### config.mk
export PLATFORM = sky130hd
export DESIGN_NAME = pc_fetch_sequencer_flat
export DESIGN_NICKNAME = d
export VERILOG_FILES = /design/src/rtl/pc_fetch_sequencer_pkg.sv /design/src/rtl/pc_fetch_sequencer_if.sv /design/src/rtl/pc_fetch_sequencer_branch_history_table.sv /design/src/rtl/pc_fetch_sequencer.sv /design/src/flat_wrapper.sv
export SDC_FILE = /design/constraint.sdc
export NUM_CORES = 1
export LEC_CHECK = 0
export BUFFER_PORTS_ARGS = -buffer_cell sky130_fd_sc_hd__buf_2
export CORE_MARGIN = 4
export CORE_UTILIZATION = 45
export CTS_BUF_LIST = sky130_fd_sc_hd__clkbuf_16
export CTS_CLUSTER_DIAMETER = 60
export CTS_CLUSTER_SIZE = 16
export DETAILED_ROUTE_END_ITERATION = 12
export PLACE_DENSITY = 0.76
export REMOVE_ABC_BUFFERS = 1
export SLEW_MARGIN = 25
export SYNTH_ARGS = -nofsm -noshare
export SYNTH_HDL_FRONTEND = slang
export SYNTH_HIERARCHICAL = 1
export SYNTH_SLANG_ARGS = --single-unit
### constraint.sdc
create_clock -name clk -period 3.1 [get_ports clk]
set_clock_uncertainty 0.05 [all_clocks]
set_input_delay 0.31 -clock clk [delete_from_list [all_inputs] [get_ports clk]]
set_output_delay 0.31 -clock clk [all_outputs]
set_load 0.005 [all_outputs]
### src/rtl/pc_fetch_sequencer_pkg.sv
// rtl/pc_fetch_sequencer_pkg.sv - shared states, predictor counter values and reset default for the fetch sequencer
package pc_fetch_sequencer_pkg;

    typedef logic [1:0] fetch_state_t;

    // Fetch sequencer states
    localparam fetch_state_t ST_INIT    = 2'd0;
    localparam fetch_state_t ST_RUN     = 2'd1;
    localparam fetch_state_t ST_HOLD    = 2'd2;
    localparam fetch_state_t ST_RECOVER = 2'd3;

    // Two-bit saturating direction counter values
    localparam logic [1:0] SNT = 2'b00;
    localparam logic [1:0] WNT = 2'b01;
    localparam logic [1:0] WT  = 2'b10;
    localparam logic [1:0] ST  = 2'b11;

    localparam logic [31:0] DEFAULT_RESET_PC = 32'h0000_0000;

endpackage

### src/rtl/pc_fetch_sequencer_if.sv
// rtl/pc_fetch_sequencer_if.sv - fetch-stage bus: stall/imem handshake, fetch outputs and execute resolve port
interface pc_fetch_sequencer_if #(
    parameter int PC_W = 32
);
    logic            stall;
    logic            imem_ready;
    logic [PC_W-1:0] pc;
    logic            fetch_valid;
    logic [PC_W-1:0] pred_next;
    logic            resolve_valid;
    logic            resolve_is_branch;
    logic [PC_W-1:0] resolve_pc;
    logic            resolve_taken;
    logic [PC_W-1:0] resolve_target;
    logic [PC_W-1:0] resolve_pred_next;
    logic            flush;

    // The fetch sequencer itself
    modport master (
        input  stall, imem_ready,
        input  resolve_valid, resolve_is_branch, resolve_pc,
        input  resolve_taken, resolve_target, resolve_pred_next,
        output pc, fetch_valid, pred_next, flush
    );

    // Surrounding pipeline: decode, instruction memory and execute
    modport slave (
        output stall, imem_ready,
        output resolve_valid, resolve_is_branch, resolve_pc,
        output resolve_taken, resolve_target, resolve_pred_next,
        input  pc, fetch_valid, pred_next, flush
    );

endinterface

### src/rtl/pc_fetch_sequencer_branch_history_table.sv
// rtl/pc_fetch_sequencer_branch_history_table.sv - direct-mapped 2-bit counter table with target/tag, used when BP_BHT_EN is defined
module branch_history_table
    import pc_fetch_sequencer_pkg::*;
#(
    parameter int PC_W    = 32,
    parameter int ENTRIES = 16
) (
    input  logic            clk,
    input  logic            rst,
    input  logic [PC_W-1:0] lookup_pc,
    output logic [PC_W-1:0] pred_next,
    input  logic            upd_en,
    input  logic [PC_W-1:0] upd_pc,
    input  logic            upd_taken,
    input  logic [PC_W-1:0] upd_target
);

    localparam int IDX_W = $clog2(ENTRIES);
    localparam int TAG_W = PC_W - IDX_W - 2;

    logic [1:0]      ctr [ENTRIES];
    logic [PC_W-1:0] tgt [ENTRIES];
    logic [TAG_W-1:0] tag [ENTRIES];
    logic            vld [ENTRIES];

    logic [IDX_W-1:0] rd_idx;
    logic [IDX_W-1:0] wr_idx;
    logic [TAG_W-1:0] rd_tag;
    logic [TAG_W-1:0] wr_tag;
    logic             hit;

    assign rd_idx = lookup_pc[IDX_W+1:2];
    assign rd_tag = lookup_pc[PC_W-1:IDX_W+2];
    assign wr_idx = upd_pc[IDX_W+1:2];
    assign wr_tag = upd_pc[PC_W-1:IDX_W+2];

    // Lookup reads registered state, so a same-cycle update is not visible until the next cycle
    assign hit       = vld[rd_idx] && (tag[rd_idx] == rd_tag) && (ctr[rd_idx] >= WT);
    assign pred_next = hit ? tgt[rd_idx] : lookup_pc + PC_W'(4);

    // Train direction counters on every resolved branch; install target only when taken
    always_ff @(posedge clk or posedge rst) begin
        if (rst) begin
            for (int i = 0; i < ENTRIES; i++) begin
                ctr[i] <= WNT;
                tgt[i] <= '0;
                tag[i] <= '0;
                vld[i] <= 1'b0;
            end
        end else if (upd_en) begin
            if (upd_taken) begin
                ctr[wr_idx] <= (ctr[wr_idx] == ST) ? ST : ctr[wr_idx] + 2'd1;
                tgt[wr_idx] <= upd_target;
                tag[wr_idx] <= wr_tag;
                vld[wr_idx] <= 1'b1;
            end else begin
                ctr[wr_idx] <= (ctr[wr_idx] == SNT) ? SNT : ctr[wr_idx] - 2'd1;
            end
        end
    end

endmodule

### src/rtl/pc_fetch_sequencer.sv
// rtl/pc_fetch_sequencer.sv - PC owner and fetch FSM with redirect/flush; BP_BHT_EN enables the branch history table
module pc_fetch_sequencer
    import pc_fetch_sequencer_pkg::*;
#(
    parameter int              PC_W         = 32,
    parameter logic [PC_W-1:0] RESET_PC     = PC_W'(DEFAULT_RESET_PC),
    parameter int              FLUSH_CYCLES = 2,
    parameter int              BHT_ENTRIES  = 16
) (
    input  logic                 clk,
    input  logic                 rst,
    pc_fetch_sequencer_if.master bus
);

    localparam logic [2:0] BUBBLE_RELOAD = 3'(FLUSH_CYCLES - 1);

    fetch_state_t    state;
    fetch_state_t    state_nxt;
    logic [PC_W-1:0] pc_q;
    logic [PC_W-1:0] pc_nxt;
    logic [2:0]      cnt;
    logic [2:0]      cnt_nxt;
    logic [PC_W-1:0] actual_next;
    logic [PC_W-1:0] pred_next;
    logic            res_valid;
    logic            mispredict;

    // Resolve traffic is ignored while reset is held so flush stays low
    assign res_valid   = bus.resolve_valid & ~rst;
    assign actual_next = bus.resolve_taken ? bus.resolve_target : bus.resolve_pc + PC_W'(4);
    assign mispredict  = res_valid && (actual_next != bus.resolve_pred_next);

`ifdef BP_BHT_EN
    branch_history_table #(
        .PC_W    (PC_W),
        .ENTRIES (BHT_ENTRIES)
    ) u_bht (
        .clk        (clk),
        .rst        (rst),
        .lookup_pc  (pc_q),
        .pred_next  (pred_next),
        .upd_en     (res_valid & bus.resolve_is_branch),
        .upd_pc     (bus.resolve_pc),
        .upd_taken  (bus.resolve_taken),
        .upd_target (bus.resolve_target)
    );
`else
    assign pred_next = pc_q + PC_W'(4);
`endif

    // Next-state/next-PC selection: redirect beats hold beats advance
    always_comb begin
        state_nxt = state;
        pc_nxt    = pc_q;
        cnt_nxt   = cnt;
        case (state)
            ST_INIT: begin
                state_nxt = ST_RUN;
            end
            ST_RUN, ST_HOLD: begin
                if (mispredict) begin
                    pc_nxt    = actual_next;
                    cnt_nxt   = BUBBLE_RELOAD;
                    state_nxt = ST_RECOVER;
                end else if (bus.stall || !bus.imem_ready) begin
                    state_nxt = ST_HOLD;
                end else begin
                    pc_nxt    = pred_next;
                    state_nxt = ST_RUN;
                end
            end
            ST_RECOVER: begin
                if (mispredict) begin
                    pc_nxt  = actual_next;
                    cnt_nxt = BUBBLE_RELOAD;
                end else if (cnt == 3'd0) begin
                    state_nxt = ST_RUN;
                end else begin
                    cnt_nxt = cnt - 3'd1;
                end
            end
            default: begin
                state_nxt = ST_INIT;
            end
        endcase
    end

    // State, PC and bubble counter registers
    always_ff @(posedge clk or posedge rst) begin
        if (rst) begin
            state <= ST_INIT;
            pc_q  <= RESET_PC;
            cnt   <= 3'd0;
        end else begin
            state <= state_nxt;
            pc_q  <= pc_nxt;
            cnt   <= cnt_nxt;
        end
    end

    assign bus.pc          = pc_q;
    assign bus.fetch_valid = (state == ST_RUN) || (state == ST_HOLD);
    assign bus.pred_next   = pred_next;
    assign bus.flush       = mispredict;

endmodule

### src/flat_wrapper.sv
// flat-port wrapper written by rule: the top's interface ports become plain ports
module pc_fetch_sequencer_flat import pc_fetch_sequencer_pkg::*;
#(
    parameter int              PC_W         = 32,
    parameter logic [PC_W-1:0] RESET_PC     = PC_W'(DEFAULT_RESET_PC),
    parameter int              FLUSH_CYCLES = 2,
    parameter int              BHT_ENTRIES  = 16
)
  (clk, rst, bus_stall, bus_imem_ready, bus_resolve_valid, bus_resolve_is_branch, bus_resolve_pc, bus_resolve_taken, bus_resolve_target, bus_resolve_pred_next, bus_pc, bus_fetch_valid, bus_pred_next, bus_flush);
  pc_fetch_sequencer_if #(.PC_W(PC_W)) bus_i ();
  input  logic clk;
  input  logic rst;
  input wire logic [$bits(bus_i.stall)-1:0] bus_stall;
  input wire logic [$bits(bus_i.imem_ready)-1:0] bus_imem_ready;
  input wire logic [$bits(bus_i.resolve_valid)-1:0] bus_resolve_valid;
  input wire logic [$bits(bus_i.resolve_is_branch)-1:0] bus_resolve_is_branch;
  input wire logic [$bits(bus_i.resolve_pc)-1:0] bus_resolve_pc;
  input wire logic [$bits(bus_i.resolve_taken)-1:0] bus_resolve_taken;
  input wire logic [$bits(bus_i.resolve_target)-1:0] bus_resolve_target;
  input wire logic [$bits(bus_i.resolve_pred_next)-1:0] bus_resolve_pred_next;
  output wire logic [$bits(bus_i.pc)-1:0] bus_pc;
  output wire logic [$bits(bus_i.fetch_valid)-1:0] bus_fetch_valid;
  output wire logic [$bits(bus_i.pred_next)-1:0] bus_pred_next;
  output wire logic [$bits(bus_i.flush)-1:0] bus_flush;
  assign bus_i.stall = bus_stall;
  assign bus_i.imem_ready = bus_imem_ready;
  assign bus_i.resolve_valid = bus_resolve_valid;
  assign bus_i.resolve_is_branch = bus_resolve_is_branch;
  assign bus_i.resolve_pc = bus_resolve_pc;
  assign bus_i.resolve_taken = bus_resolve_taken;
  assign bus_i.resolve_target = bus_resolve_target;
  assign bus_i.resolve_pred_next = bus_resolve_pred_next;
  assign bus_pc = bus_i.pc;
  assign bus_fetch_valid = bus_i.fetch_valid;
  assign bus_pred_next = bus_i.pred_next;
  assign bus_flush = bus_i.flush;
  pc_fetch_sequencer #(.PC_W(PC_W), .RESET_PC(RESET_PC), .FLUSH_CYCLES(FLUSH_CYCLES), .BHT_ENTRIES(BHT_ENTRIES)) u_core (.clk(clk), .rst(rst), .bus(bus_i));
endmodule
Word-level counts from Yosys, hierarchy flattened
Index checks and enable logic that the tools add are counted.
{"block": "totals", "output_inout_bits": 66, "reg_bits": 37}
{"block": "classes", "n_eq_ne": 10, "reduce_logical": 11, "mux": 14, "n_bitwise": 2, "add_sub_neg": 3}
{"op": "$mux W32", "n": 4}
{"op": "$add A32 B3 Y32 const B", "n": 2}
{"op": "$pmux W32 S2", "n": 1}
{"op": "$ne A32 B32 Y1", "n": 1}
{"op": "$mux W3", "n": 3}
{"op": "$mux W2", "n": 4}
{"op": "$ne A2 B2 Y1 const B", "n": 3}
{"op": "$ne A3 B3 Y1 const B", "n": 2}
{"op": "$pmux W2 S3", "n": 1}
{"op": "$pmux W3 S2", "n": 1}
{"op": "$reduce_and A3 Y1", "n": 2}
{"op": "$eq A2 B2 Y1 const B", "n": 2}
{"op": "$logic_not A3 Y1", "n": 1}
{"op": "$sub A3 B1 Y3 const B", "n": 1}
{"op": "$eq A2 B1 Y1 const B", "n": 1}
{"op": "$logic_not A2 Y1", "n": 1}
{"op": "$logic_or A1 B1 Y1", "n": 2}
{"op": "$ne A2 B1 Y1 const B", "n": 1}
{"op": "$reduce_and A2 Y1", "n": 1}
{"op": "$reduce_bool A2 Y1", "n": 1}
{"op": "$reduce_or A2 Y1", "n": 1}
{"op": "$and A1 B1 Y1", "n": 1}
{"op": "$logic_and A1 B1 Y1", "n": 1}
{"op": "$logic_not A1 Y1", "n": 1}
{"op": "$not A1 Y1", "n": 1}

Longest topological paths before layout
{"block": "logic_depth", "ltp_word": 6, "mapped_depth": 15}

Worst setup path before layout
OpenSTA, ideal clock, no wires.
{"block": "synth_path", "path_type": "input -> register", "startpoint": "in bus_resolve_pc[2]", "endpoint": "reg u_core.pc_q[17] (netlist: u_core/bus.pc[17])", "cell_stages": 14, "setup_slack_ps": -267, "arrival_ps": 3191, "path_buffers": 3, "required_ps": 2924, "path_cell_list": "ha_1 nand3_1 or3_1 buf_2 or4_1 nand3_1 a41o_1 o2111ai_1 nor4b_4 a21oi_2 buf_6 buf_6 and3_1 a221o_1"}
{"block": "synth_between", "elab_chain_len": 6, "word_cells_on_any_way": 10}
{"element": "start: declaration", "line_no": "flat_wrapper.sv:17", "source": "input wire logic [$bits(bus_i.resolve_pc)-1:0] bus_resolve_pc;"}
{"element": "$add A32 B3 Y32 *", "line_no": "pc_fetch_sequencer.sv:30", "source": "assign actual_next = bus.resolve_taken ? bus.resolve_target : bus.resolve_pc + PC_W'(4);"}
{"element": "$mux W32 *", "line_no": "pc_fetch_sequencer.sv:30"}
{"element": "$ne A32 B32 Y1", "line_no": "pc_fetch_sequencer.sv:31", "source": "assign mispredict = res_valid && (actual_next != bus.resolve_pred_next);"}
{"element": "$logic_and A1 B1 Y1", "line_no": "pc_fetch_sequencer.sv:31"}
{"element": "$ne A3 B3 Y1 (no source line) (tied with other cells)"}
{"element": "$reduce_and A3 Y1 (no source line) / $pmux W32 S2 (equally long branches)"}
{"element": "end signal: assignment", "line_no": "pc_fetch_sequencer.sv:96", "source": "pc_q <= pc_nxt;"}
{"element": "end: declaration", "line_no": "pc_fetch_sequencer.sv:19", "source": "logic [PC_W-1:0] pc_q;"}
Mark *: on every way between the ends. The rest lies on a longest branch, timed or not. The select of a mux whose other input is x is not followed.
A chain may end at the register's enable or synchronous reset.

Final worst setup path
{"block": "layout_path", "startpoint": "in bus_resolve_pc[2]", "endpoint": "reg u_core.pc_q[2] (netlist: u_core/bus.pc[2])"}
Same word-level chain as after synthesis.

==> impl_metrics.csv <==
group,metric,value,unit
outcome,status,"finished with violations",
outcome,violations,"setup timing",
logic_synthesis,yosys-top-cells-count,"nor2_1 (57), xnor2_1 (53), nand2_1 (50), xor2_1 (38), dfrtp_1 (37)",
setup_path,worstPathCellList,"buf_8 > buf_6 > and4_4 > nand4_1 > or4_4 > xnor2_2 > a2bb2oi_2 > a31oi_2 > nor3_4 > buf_4 > a311o_1 > or4_4 > o211ai_1",
power_and_ir_drop,power_switching,1.98,mW
logic_synthesis,yosysUniqueCellTypes,72,
logic_synthesis,synth_top_area_share,19.4,%
sta,hold_viol,0,
power_and_ir_drop,p_comb_share,63.3,%
logic_synthesis,synth_seq_cells,37,
setup_path,cpPeakStageDelay,0.66,ns
routing,vias_per_cell,6.06,
clock_tree,cts_root_buf,"clkbuf_16",
setup_path,crit_required,3.25,ns
cells_and_area,fillers,778,
cells_and_area,final_area,7550,um^2
sta,grt_setup_unrepaired,"true",
power_and_ir_drop,seqPwrFrac,25.1,%
sta,worst-slew-pin-transition,0.577,ns
power_and_ir_drop,power,4.17,mW
routing,drc,0,
setup_path,criticalPathCategory,"input port to flop",
die,core_region_area,10300,um^2
setup_path,cp_max_fo,4,
clock_tree,htreeDepth,2,
clock_tree,clk_latency,0.28,ns
power_and_ir_drop,swShare,47.5,%
setup_path,cpMostUsedCell,"or4_4",
clock_tree,clkTransAtPathRegs,0.06,ns
place,numPortBuffers,167,
clock_tree,clock_sinks,37,
setup_path,worstSetupPathDepth,13,
cells_and_area,area_growth,58.6,%
setup_path,rrSetupSlack,0.34,ns
place,preCtsSetupSlack,-0.570,ns
logic_synthesis,synth_area,4760,um^2
sta,setup_viol,25,
clock_tree,cts_buffer_depth,2,
cells_and_area,n_antenna_cell,0,
die,die_w,111,um
sta,setup_slack,-0.145,ns
power_and_ir_drop,p_int,2.19,mW
global_routing,antenna_found_initial,0,
setup_path,setup.worst_path.start,"bus_resolve_pc[2]",
setup_path,crit_path_top_delay_cell,"or4_4",
global_routing,grt_pass1_vias,6381,
power_and_ir_drop,p_leak,3.41,nW
power_and_ir_drop,clockPowerShare,11.5,%
setup_path,start_kind,"input port",
sta,min_period_over_period,105,%
place,dp_cells,1059,
setup_path,ff2ff_path_depth,11,
die,start_util,46.1,%
sta,setup_tns,-1.56,ns
setup_path,r2r_start,"u_core/bus.pc[2]",
logic_synthesis,synth_edf_count,0,
clock_tree,cts_buffers,5,
logic_synthesis,synth_warnings,6,
cells_and_area,finalNonFillerCells,1082,
global_routing,gr-total-overflow,0,
setup_path,critPathTopFamily,"simple AND/OR/NAND/NOR gates",
power_and_ir_drop,peakVddDrop,0.486,mV
global_routing,grtUsageTotal,32.8,%
setup_path,path_buf_inv,3,
sta,max_freq,308,MHz
global_routing,grt_pass1_wl,32.9,mm
setup_path,cp-endpoint,"u_core/bus.pc[2]",
die,die_area,12300,um^2
routing,first_pass_iters,5,
place,dpl_cell_area,6830,um^2
sta,post-route-min-period,3.24,ns
die,fp.dieH,111,um
logic_synthesis,synthTopCellsByArea,"dfrtp_1 (19%), xnor2_1 (9.8%), xor2_1 (7.0%), nor2_1 (4.5%), nand2_1 (3.9%)",
routing,num_vias,6552,
setup_path,end_kind,"flop",
logic_synthesis,syn_inst,636,
die,boundaryPins,169,
setup_path,cp.arrival,3.39,ns
power_and_ir_drop,power_density,552,nW/um^2
routing,totalWireLength,21.9,mm
run,max_cap_violations,0,
sta,finalMaxSlewViolations,0,
global_routing,grt_max_degree,38,
cells_and_area,postLayoutCoreUtil,73.1,%
die,rows,37,
sta,holdWs,0.184,ns
place,gp_congestion,0.988,
hold_path,hp-class,"input port to async pin",
sta,relSlewSlack,61.4,%
routing,final_antenna_net_count,0,
place,hpwl,17.0,mm
clock_tree,cts_tree,"yes",
routing,drt_iter0_drc,738,
cells_and_area,finalNetCount,1054,
logic_synthesis,synth_top_area_cell,"dfrtp_1",
logic_synthesis,avgSynthCellArea,7.49,um^2
logic_synthesis,async_flop_share,100,%
setup_path,timing.rr.end,"u_core/bus.pc[30]",
logic_synthesis,synth.most_common_cell,"nor2_1",
cells_and_area,drive_gt1_share,44.7,%
routing,post_drt_wl_per_cell,20.3,um
logic_synthesis,seq_area_frac_synth,19.4,%
logic_synthesis,synth_flop_cell,"dfrtp_1",
==> what timing repair did <==
item	in CTS	in global routing
pin swaps	25	26
resized for setup	50	63
gates cloned	1	0
setup endpoints to repair	37	47
hold buffers	0	0
buffers inserted	10	6
==> cell type report <==
| cell class | count | area, um^2 | area share (%) |
|---|---|---|---|
| multi-input cells | 529 | 3920 | 51.9 |
| flip-flops and latches | 37 | 926 | 12.3 |
| clock buffers | 5 | 125 | 1.66 |
| clock inverters | 3 | 11.3 | 0.149 |
| inverters | 29 | 109 | 1.44 |
| well taps | 136 | 170 | 2.25 |
| repair buffers | 343 | 2290 | 30.3 |
==> kinds of logic after synthesis <==
kind of cell / Yosys count / synth area share (%)
buffers and inverters: 70 / 6.39
muxes: 17 / 3.68
and+or+nand+nor: 265 / 29.5
adders and majority gates: 6 / 1.58
AOI/OAI and AO/OA: 150 / 22.7
xor gates and xnor gates: 91 / 16.7
DFF: 37 / 19.4
==> worst min-delay path, stage by stage <==
cell	delay, ns
buf_2	0.09
inv_1	0.10
buf_4	0.46
==> flip-flops by register name (all words and copies together), names as in the netlist <==
name,flops
u_core/state,2
u_core/bus.pc,32
u_core/cnt,3
==> power groups by stage <==
stage | registers (mW) | logic, mW | clock network [mW]
final | 1.05 | 2.64 | 0.481
after global routing | 1.08 | 2.83 | 0.502
after CTS | 1.02 | 2.37 | 0.480
after detailed placement | 1.02 | 2.25 | 0
after global placement | 1.01 | 2.17 | 0
after floorplan | 0.987 | 1.13 | 0
==> how the worst min path moves through the flow <==
| stage | from | to | cells after the start |
|---|---|---|---|
| 5_1_grt | rst | u_core/bus.pc[13] | 3 |
| 6_report | rst | u_core/bus.pc[15] | 3 |
| 2_1_floorplan | u_core/cnt[1] | u_core/cnt[1] | 1 |
| 3_3_place_gp | u_core/cnt[1] | u_core/cnt[1] | 1 |
| 3_5_place_dp | u_core/cnt[0] | u_core/cnt[0] | 1 |
| 4_1_cts | rst | u_core/bus.pc[15] | 3 |
==> layout by cell type, fill, tap and decap left out, types with 10 or more instances in the layout <==
| cell type | instances |
|---|---|
| buf_4 | 166 |
| buf_2 | 159 |
| nor2_1 | 53 |
| xnor2_1 | 51 |
| nand2_1 | 47 |
| dfrtp_1 | 37 |
| xor2_1 | 36 |
| inv_1 | 31 |
| nand3_1 | 26 |
| o21ai_0 | 25 |
| nand4_1 | 24 |
| a21oi_1 | 22 |
| nor3_1 | 21 |
| mux2i_1 | 12 |
| buf_6 | 11 |
| and3_1 | 11 |
| nor2b_1 | 10 |
| o211ai_1 | 10 |
==> per-layer routing <==
metal  track usage, %  wire [um]
met5                0          0
met4             12.3        950
met3             3.93       2090
met2             56.0      10400
met1             42.2       8550
(Power assumes the default switching activity.)
